--- config.mk ---
export PLATFORM = sky130hd
export DESIGN_NAME = fc_class_sequencer_flat
export DESIGN_NICKNAME = d
export VERILOG_FILES = /design/src/rtl/fc_class_sequencer_if.sv /design/src/rtl/fc_class_sequencer.sv /design/src/flat_wrapper.sv
export SDC_FILE = /design/constraint.sdc
export NUM_CORES = 1
export LEC_CHECK = 0
export CAP_MARGIN = 40
export CORE_MARGIN = 2
export CORE_UTILIZATION = 55
export DETAILED_ROUTE_END_ITERATION = 12
export GPL_TIMING_DRIVEN = 0
export HOLD_SLACK_MARGIN = 0.1
export PLACE_DENSITY = 0.85
export SYNTH_ARGS = -nofsm -noshare
export SYNTH_HDL_FRONTEND = slang
export SYNTH_SLANG_ARGS = --single-unit
--- constraint.sdc ---
create_clock -name clk -period 7.11 [get_ports clk]
set_clock_uncertainty 0.15 [all_clocks]
set_input_delay 0.711 -clock clk [delete_from_list [all_inputs] [get_ports clk]]
set_output_delay 0.711 -clock clk [all_outputs]
set_load 0.01 [all_outputs]
--- src/rtl/fc_class_sequencer_if.sv ---
// Bus between the class sequencer and its environment: weight-bank writes, run control,
// neuron hand-off and the classification result.
interface fc_class_sequencer_if #(
  parameter int unsigned WEIGHT_W = 64,
  parameter int unsigned RESULT_W = 8,
  parameter int unsigned IDX_W    = 2
);
  logic                wr_en;
  logic [IDX_W-1:0]    wr_addr;
  logic [WEIGHT_W-1:0] wr_data;
  logic                start;
  logic [RESULT_W-1:0] neuron_result;
  logic [WEIGHT_W-1:0] weight_out;
  logic                weight_valid;
  logic                busy;
  logic                done;
  logic [IDX_W-1:0]    class_id;
  logic [RESULT_W-1:0] class_score;

  modport master (
    output wr_en, wr_addr, wr_data, start, neuron_result,
    input  weight_out, weight_valid, busy, done, class_id, class_score
  );

  modport slave (
    input  wr_en, wr_addr, wr_data, start, neuron_result,
    output weight_out, weight_valid, busy, done, class_id, class_score
  );
endinterface

--- src/rtl/fc_class_sequencer.sv ---
// Sequences the FC neuron over every class weight vector and keeps a signed argmax
// of the returned scores; reports the winning class once per run.
module fc_class_sequencer #(
  parameter int unsigned NUM_CLASSES = 4,
  parameter int unsigned WEIGHT_W    = 64,
  parameter int unsigned RESULT_W    = 8,
  parameter int unsigned RESULT_LAT  = 1,
  parameter int unsigned IDX_W       = 2
) (
  input logic                clk,
  input logic                rst_n,
  fc_class_sequencer_if.slave bus
);

  typedef enum logic [1:0] {ST_IDLE, ST_ISSUE, ST_DRAIN, ST_DONE} state_t;

  localparam logic [IDX_W-1:0] LAST_IDX = IDX_W'(NUM_CLASSES - 1);

  state_t              r_state;
  logic [WEIGHT_W-1:0] r_bank [NUM_CLASSES];
  logic [IDX_W-1:0]    r_k;
  logic [WEIGHT_W-1:0] r_weight_out;
  logic                r_weight_valid;
  logic                r_busy;
  logic                r_done;
  logic [IDX_W-1:0]    r_class_id;
  logic [RESULT_W-1:0] r_class_score;
  logic [RESULT_W-1:0] r_best;
  logic [IDX_W-1:0]    r_best_idx;
  logic                r_dvld [RESULT_LAT];
  logic [IDX_W-1:0]    r_didx [RESULT_LAT];

  logic [IDX_W-1:0]    w_rd_idx;
  logic [WEIGHT_W-1:0] w_bank_rd;
  logic                w_cap_vld;
  logic [IDX_W-1:0]    w_cap_idx;
  logic                w_cap_last;
  logic [RESULT_W-1:0] w_best;
  logic [IDX_W-1:0]    w_best_idx;

  // Bank entry for the next issue: class 0 when launching, k+1 while issuing
  always_comb begin
    w_rd_idx  = (r_state == ST_ISSUE) ? r_k + IDX_W'(1) : '0;
    w_bank_rd = '0;
    for (int unsigned i = 0; i < NUM_CLASSES; i++) begin
      if (w_rd_idx == IDX_W'(i)) begin
        w_bank_rd = r_bank[i];
      end
    end
  end

  assign w_cap_vld  = r_dvld[RESULT_LAT-1];
  assign w_cap_idx  = r_didx[RESULT_LAT-1];
  assign w_cap_last = w_cap_vld && (w_cap_idx == LAST_IDX);

  // Running argmax including this cycle's capture; ties keep the earlier (lower) class
  always_comb begin
    w_best     = r_best;
    w_best_idx = r_best_idx;
    if (w_cap_vld) begin
      if ((w_cap_idx == '0) || ($signed(bus.neuron_result) > $signed(r_best))) begin
        w_best     = bus.neuron_result;
        w_best_idx = w_cap_idx;
      end
    end
  end

  always_ff @(posedge clk) begin
    if (!rst_n) begin
      r_state        <= ST_IDLE;
      r_k            <= '0;
      r_weight_out   <= '0;
      r_weight_valid <= 1'b0;
      r_busy         <= 1'b0;
      r_done         <= 1'b0;
      r_class_id     <= '0;
      r_class_score  <= '0;
      r_best         <= '0;
      r_best_idx     <= '0;
      for (int unsigned i = 0; i < NUM_CLASSES; i++) begin
        r_bank[i] <= '0;
      end
      for (int unsigned i = 0; i < RESULT_LAT; i++) begin
        r_dvld[i] <= 1'b0;
        r_didx[i] <= '0;
      end
    end else begin
      // Bank is writable only between runs; out-of-range addresses match no entry
      if (bus.wr_en && !r_busy) begin
        for (int unsigned i = 0; i < NUM_CLASSES; i++) begin
          if (bus.wr_addr == IDX_W'(i)) begin
            r_bank[i] <= bus.wr_data;
          end
        end
      end

      r_dvld[0] <= r_weight_valid;
      r_didx[0] <= r_k;
      for (int unsigned i = 1; i < RESULT_LAT; i++) begin
        r_dvld[i] <= r_dvld[i-1];
        r_didx[i] <= r_didx[i-1];
      end

      if (w_cap_vld) begin
        r_best     <= w_best;
        r_best_idx <= w_best_idx;
      end

      r_done <= 1'b0;

      case (r_state)
        ST_IDLE, ST_DONE: begin
          if (bus.start) begin
            r_state        <= ST_ISSUE;
            r_busy         <= 1'b1;
            r_k            <= '0;
            r_weight_out   <= w_bank_rd;
            r_weight_valid <= 1'b1;
          end else begin
            r_state <= ST_IDLE;
          end
        end
        ST_ISSUE: begin
          if (r_k == LAST_IDX) begin
            r_state        <= ST_DRAIN;
            r_weight_out   <= '0;
            r_weight_valid <= 1'b0;
          end else begin
            r_k          <= r_k + IDX_W'(1);
            r_weight_out <= w_bank_rd;
          end
        end
        ST_DRAIN: begin
          if (w_cap_last) begin
            r_state       <= ST_DONE;
            r_busy        <= 1'b0;
            r_done        <= 1'b1;
            r_class_id    <= w_best_idx;
            r_class_score <= w_best;
          end
        end
        default: r_state <= ST_IDLE;
      endcase
    end
  end

  assign bus.weight_out   = r_weight_out;
  assign bus.weight_valid = r_weight_valid;
  assign bus.busy         = r_busy;
  assign bus.done         = r_done;
  assign bus.class_id     = r_class_id;
  assign bus.class_score  = r_class_score;

endmodule
--- src/flat_wrapper.sv ---
// flat-port wrapper written by rule: the top's interface ports become plain ports
module fc_class_sequencer_flat 
#(
  parameter int unsigned NUM_CLASSES = 4,
  parameter int unsigned WEIGHT_W    = 64,
  parameter int unsigned RESULT_W    = 8,
  parameter int unsigned RESULT_LAT  = 1,
  parameter int unsigned IDX_W       = 2
)
  (clk, rst_n, bus_wr_en, bus_wr_addr, bus_wr_data, bus_start, bus_neuron_result, bus_weight_out, bus_weight_valid, bus_busy, bus_done, bus_class_id, bus_class_score);
  fc_class_sequencer_if #(.WEIGHT_W(WEIGHT_W), .RESULT_W(RESULT_W), .IDX_W(IDX_W)) bus_i ();
  input logic clk;
  input logic rst_n;
  input wire logic [$bits(bus_i.wr_en)-1:0] bus_wr_en;
  input wire logic [$bits(bus_i.wr_addr)-1:0] bus_wr_addr;
  input wire logic [$bits(bus_i.wr_data)-1:0] bus_wr_data;
  input wire logic [$bits(bus_i.start)-1:0] bus_start;
  input wire logic [$bits(bus_i.neuron_result)-1:0] bus_neuron_result;
  output wire logic [$bits(bus_i.weight_out)-1:0] bus_weight_out;
  output wire logic [$bits(bus_i.weight_valid)-1:0] bus_weight_valid;
  output wire logic [$bits(bus_i.busy)-1:0] bus_busy;
  output wire logic [$bits(bus_i.done)-1:0] bus_done;
  output wire logic [$bits(bus_i.class_id)-1:0] bus_class_id;
  output wire logic [$bits(bus_i.class_score)-1:0] bus_class_score;
  assign bus_i.wr_en = bus_wr_en;
  assign bus_i.wr_addr = bus_wr_addr;
  assign bus_i.wr_data = bus_wr_data;
  assign bus_i.start = bus_start;
  assign bus_i.neuron_result = bus_neuron_result;
  assign bus_weight_out = bus_i.weight_out;
  assign bus_weight_valid = bus_i.weight_valid;
  assign bus_busy = bus_i.busy;
  assign bus_done = bus_i.done;
  assign bus_class_id = bus_i.class_id;
  assign bus_class_score = bus_i.class_score;
  fc_class_sequencer #(.NUM_CLASSES(NUM_CLASSES), .WEIGHT_W(WEIGHT_W), .RESULT_W(RESULT_W), .RESULT_LAT(RESULT_LAT), .IDX_W(IDX_W)) u_core (.clk(clk), .rst_n(rst_n), .bus(bus_i));
endmodule
# Word-level counts from Yosys, hierarchy flattened
# Memory sizes are Yosys's and may differ from the RTL's.
# Index checks and enable logic that the tools add are counted.
# word_totals
mem_count,3
output_inout_bits,77
wordCells,105
input_bits,78
ramBits,259
register_bits,91
# mem_list
name,words,word_bits,rd,rd_ports_with_merged_regs,write_ports,line,rtl
u_core.r_bank,4,64,4,0,4,fc_class_sequencer.sv:20,logic [WEIGHT_W-1:0] r_bank [NUM_CLASSES];
u_core.r_didx,1,2,1,0,1,fc_class_sequencer.sv:31,logic [IDX_W-1:0] r_didx [RESULT_LAT];
u_core.r_dvld,1,1,1,0,1,fc_class_sequencer.sv:30,logic r_dvld [RESULT_LAT];
# classes
n_lt_le_gt_ge,1
bitwise,4
reduce_logical,20
mux,51
addsub,1
n_eq_ne,15
# op_table
operator,n
two-way mux 64 bit,10
case mux 64 bit (2 select lines),1
two-way mux 1 bit,26
"== test 2 bit, second input constant",8
two-way mux 2 bit,8
two-way mux 8 bit,2
AND reduction 3 bit,3
greater-than comparator 8 bit,1
logical NOT 2 bit,4
AND reduction 2 bit,4
"== test 2 x 1 -> 1 bit, second input constant",3
"!= test 2 bit, second input constant",3
case mux 2 bit (3 select lines),1
bitwise OR 1 bit,4
case mux 1 bit (2 select lines),2
case mux 2 bit (2 select lines),1
nonzero test 2 bit,2
OR reduction 2 bit,2
"adder 2 x 1 -> 2 bit, second input constant",1
logical AND 1 bit,2
"!= test 2 x 1 -> 1 bit, second input constant",1
logical NOT 1 bit,1
logical OR 1 bit,1
OR reduction 1 bit,1

# Longest topological paths before layout
# logic_depth
ltp_word,9
ltp_mapped,10

# Worst setup path after synthesis
# Ideal clock, no wire load.
# synth_path
path_type,input-to-reg
from,input bus_wr_addr[1]
to,"memory u_core.r_bank[0][0], enable pin"
slack_ns,0.735
required_time_ns,6.378
path_buffers,0
arrival_ns,5.643
path_stages,2
setup_ns,0.582
cell_sequence,nand2b_1 > o31ai_1
# synth_lines
item,line,rtl
from (decl),flat_wrapper.sv:15,input wire logic [$bits(bus_i.wr_addr)-1:0] bus_wr_addr;
to (decl),fc_class_sequencer.sv:20,

==> reports/qor.csv <==
stage,metric,value,unit
clocking,cts_made_buffers,35,
layout,final_area,0.0183,mm²
grt,grt_usage,28.9,%
clocking,clk_pin_slew_worst_paths,0.06,ns
pwr,ir_drop,0.166,mV
floorplan,coreArea,0.0267,mm²
drt,wl_met3,4500,µm
placement,portBuffers,154,
clocking,cts_hold_buf,0,
placement,gp_congestion,0.880,
yosys,synth.area.top_cells,"edfxtp_1 52%, dfxtp_1 13%, and2_1 11%, o22ai_1 5.3%, a211o_1 3.8%",
pwr,cellPowerDensity,350,mW/mm²
clocking,cts-root-buf,clkbuf_16,
floorplan,dieArea,0.0283,mm²
drt,top_layer,met4,
pwr,netSwitchingPower,2.04,mW
setup_path,crit_path_start_kind,primary input,
timing,max_slew.worst_pin.slew,0.869,ns
layout,area_delta_synth_final,23.0,%
pwr,internal_power,4.34,mW
yosys,synthArstFlopShare,0,%
layout,drive_above_1_share,7.51,%
pwr,leakage,6.62,nW
clocking,clock_path_buffers,3,
grt,grt_overflow_total,0,
floorplan,fp.dieH,168,µm
drt,ant_nets,0,
timing,grt_setup_unrepaired,false,
floorplan,fp.dieW,168,µm
grt,first_global_vias,11200,
timing,maxSlewViolCount,0,
drt,viasPerCell,6.18,
floorplan,initial_core_util,55.6,%
layout,nets,1542,
yosys,synth-seq-cells,350,
drt,drt-met1-wl,15000,µm
clocking,clock_latency,0.52,ns
pwr,seqPwrFrac,41.6,%
pwr,clockPowerShare,27.3,%
clocking,h-tree-depth,2,
yosys,syn_inst,1244,
layout,final_cells,1821,
setup_path,critPathKind,in -> reg,
setup_path,cp_max_fo,10,
min_path,hold_path_class,reg -> reg,
run,maxCapViolations,0,
drt,dr_wl_met2,20300,µm
yosys,ys_types,41,
yosys,synth.avg_cell_area,11.9,µm²
yosys,synth_top_area_share,51.8,%
setup_path,arrival,3.12,ns
timing,max_freq,0.345,GHz
yosys,ys_warn_count,0,
timing,slew_headroom,41.8,%
placement,dpl_cell_area,0.0172,mm²
timing,post-route-min-period,2.89,ns
drt,route.detailed.drc,0,
grt,grt_max_degree,25,
timing,hold_slack,0.301,ns
pwr,power_frac_comb,31.1,%
clocking,post_cts_resize_count,0,
clocking,cts_tree,done,
drt,vias,11300,
floorplan,ios,155,
floorplan,rows,60,
yosys,synth_nets,1333,
placement,hpwl,26600,µm
setup_path,endpoint_kind,flop,
pwr,power,6.39,mW
clocking,postCtsSetupBuffers,0,
grt,grt_first_pass_wirelength,62400,µm
placement,dp.cells,1757,
run_status,outcome,"complete, no violations",
yosys,seq_area_frac_synth,64.4,%
yosys,netlist_area,0.0149,mm²
yosys,synth-edff-count,256,
timing,setup_violations,0,
drt,wire_per_inst,22.6,µm
grt,antenna_found_initial,1,
yosys,synth_ff_type,edfxtp_1,
layout,fin_util,68.4,%
pwr,switching_share,32.0,%
clocking,clock_sink_count,350,
timing,min_period_over_period,40.7,%
drt,drt_iter0_drc,1583,
drt,dr.pass1.iters,6,
setup_path,required,7.34,ns
timing,hold_viol,0,
yosys,netlist.top_cell.by_area,edfxtp_1,
drt,drt_wl_total,41200,µm
## worst paths after layout
check	slack, ns	startpoint	depth (start not counted)	endpoint
setup / recovery	4.22	rst_n	6	u_core.r_bank[2][31]
hold / removal	0.30	u_core.bus.weight_out[5]	2	u_core.bus.weight_out[5]
setup reg to reg	4.44	u_core.r_state[1]	8	u_core.bus.weight_out[47]
hold reg to reg	0.30	u_core.bus.weight_out[5]	2	u_core.bus.weight_out[5]
## layout make-up
| class | count | area, µm² |
|---|---|---|
| antenna | 2 | 5.00 |
| buffer | 95 | 430 |
| clock buffer | 53 | 1030 |
| clock inverter | 9 | 42.5 |
| fill | 1805 | 8450 |
| inverter | 13 | 48.8 |
| multi-input combinational | 786 | 4850 |
| sequential | 350 | 9570 |
| tap | 341 | 427 |
| timing repair buffer | 172 | 1870 |
## cell families (layout without fill, tap and decap cells)
logic type | Yosys count | after routing | synth area share (%)
AO/OA/AOI/OAI | 359 | 359 | 15.5
adder cells (fa/ha/maj) | 11 | 11 | 0.927
buffers and inverters | 108 | 342 | 3.23
flip-flops | 350 | 350 | 64.4
multiplexers | 12 | 12 | 0.809
other | 0 | 2 | 0
AND/OR/NAND/NOR | 404 | 404 | 15.1
## stage by stage
step / TNS, ns / worst slack, ns
floorplan: 0 / 0.735
global placement: -803.55 / -3.58
detailed placement: 0 / 3.80
CTS: 0 / 4.27
global route: 0 / 4.16
finish: 0 / 4.22
## layer usage
| layer | GRT usage [%] | vias up |
|---|---|---|
| met5 | 0 | - |
| met4 | 11.7 | 0 |
| met3 | 6.32 | 126 |
| met2 | 48.1 | 712 |
| met1 | 37.0 | 5433 |
| li1 | - | 4989 |
## cells in the mapped netlist, types with 3 or more instances
master and count:
ha_1 11, nand3_1 3, o22ai_1 127, dfxtp_1 94, mux2i_1 12, nand2b_1 4
clkbuf_1 61, a211o_1 64, nor2_1 19, o21ai_1 27, and2_1 261, buf_2 21
inv_1 12, o31ai_1 4, nand4_1 3, nor3_1 17, edfxtp_1 256, a21oi_1 69
nand2_1 87, o221a_2 8, o21ai_0 47, buf_1 4, a21o_1 4, buf_6 5
## power groups by stage
stage / combinational [mW] / clock, mW / sequential, mW
after global placement: 1.82 / 0 / 2.71
after global routing: 2.11 / 1.82 / 2.68
after CTS: 1.96 / 1.74 / 2.65
after floorplan: 1.00 / 0 / 2.75
final: 1.99 / 1.75 / 2.65
after detailed placement: 1.93 / 0 / 2.69
## cell usage in the layout (no fill, tap or decap), types with 37 or more instances in the layout
| cell | instances |
|---|---|
| clkdlybuf4s50_1 | 154 |
| edfxtp_1 | 256 |
| clkbuf_1 | 73 |
| a21oi_1 | 69 |
| dfxtp_1 | 94 |
| clkbuf_16 | 37 |
| a211o_1 | 64 |
| nand2_1 | 87 |
| o22ai_1 | 127 |
| and2_1 | 261 |
| o21ai_0 | 45 |
## worst max-delay path, cell delays in order
cell	delay, ns
clkdlybuf4s50_1	0.53
inv_2	0.12
or3_1	0.43
nor2_2	0.62
clkbuf_1	0.49
and2_1	0.22
## registers in the layout, summed over array words and instances (netlist names)
name,flops
u_core.r_bank,256
u_core.bus.weight_out,64
u_core.bus.class_score,8
u_core.r_best,8
u_core.bus.class_id,2
u_core.r_best_idx,2
u_core.r_didx,2
u_core.r_k,2
u_core.r_state,2
u_core.bus.busy,1
u_core.bus.done,1
u_core.bus.weight_valid,1
u_core.r_dvld,1
(Power assumes the default switching activity.)
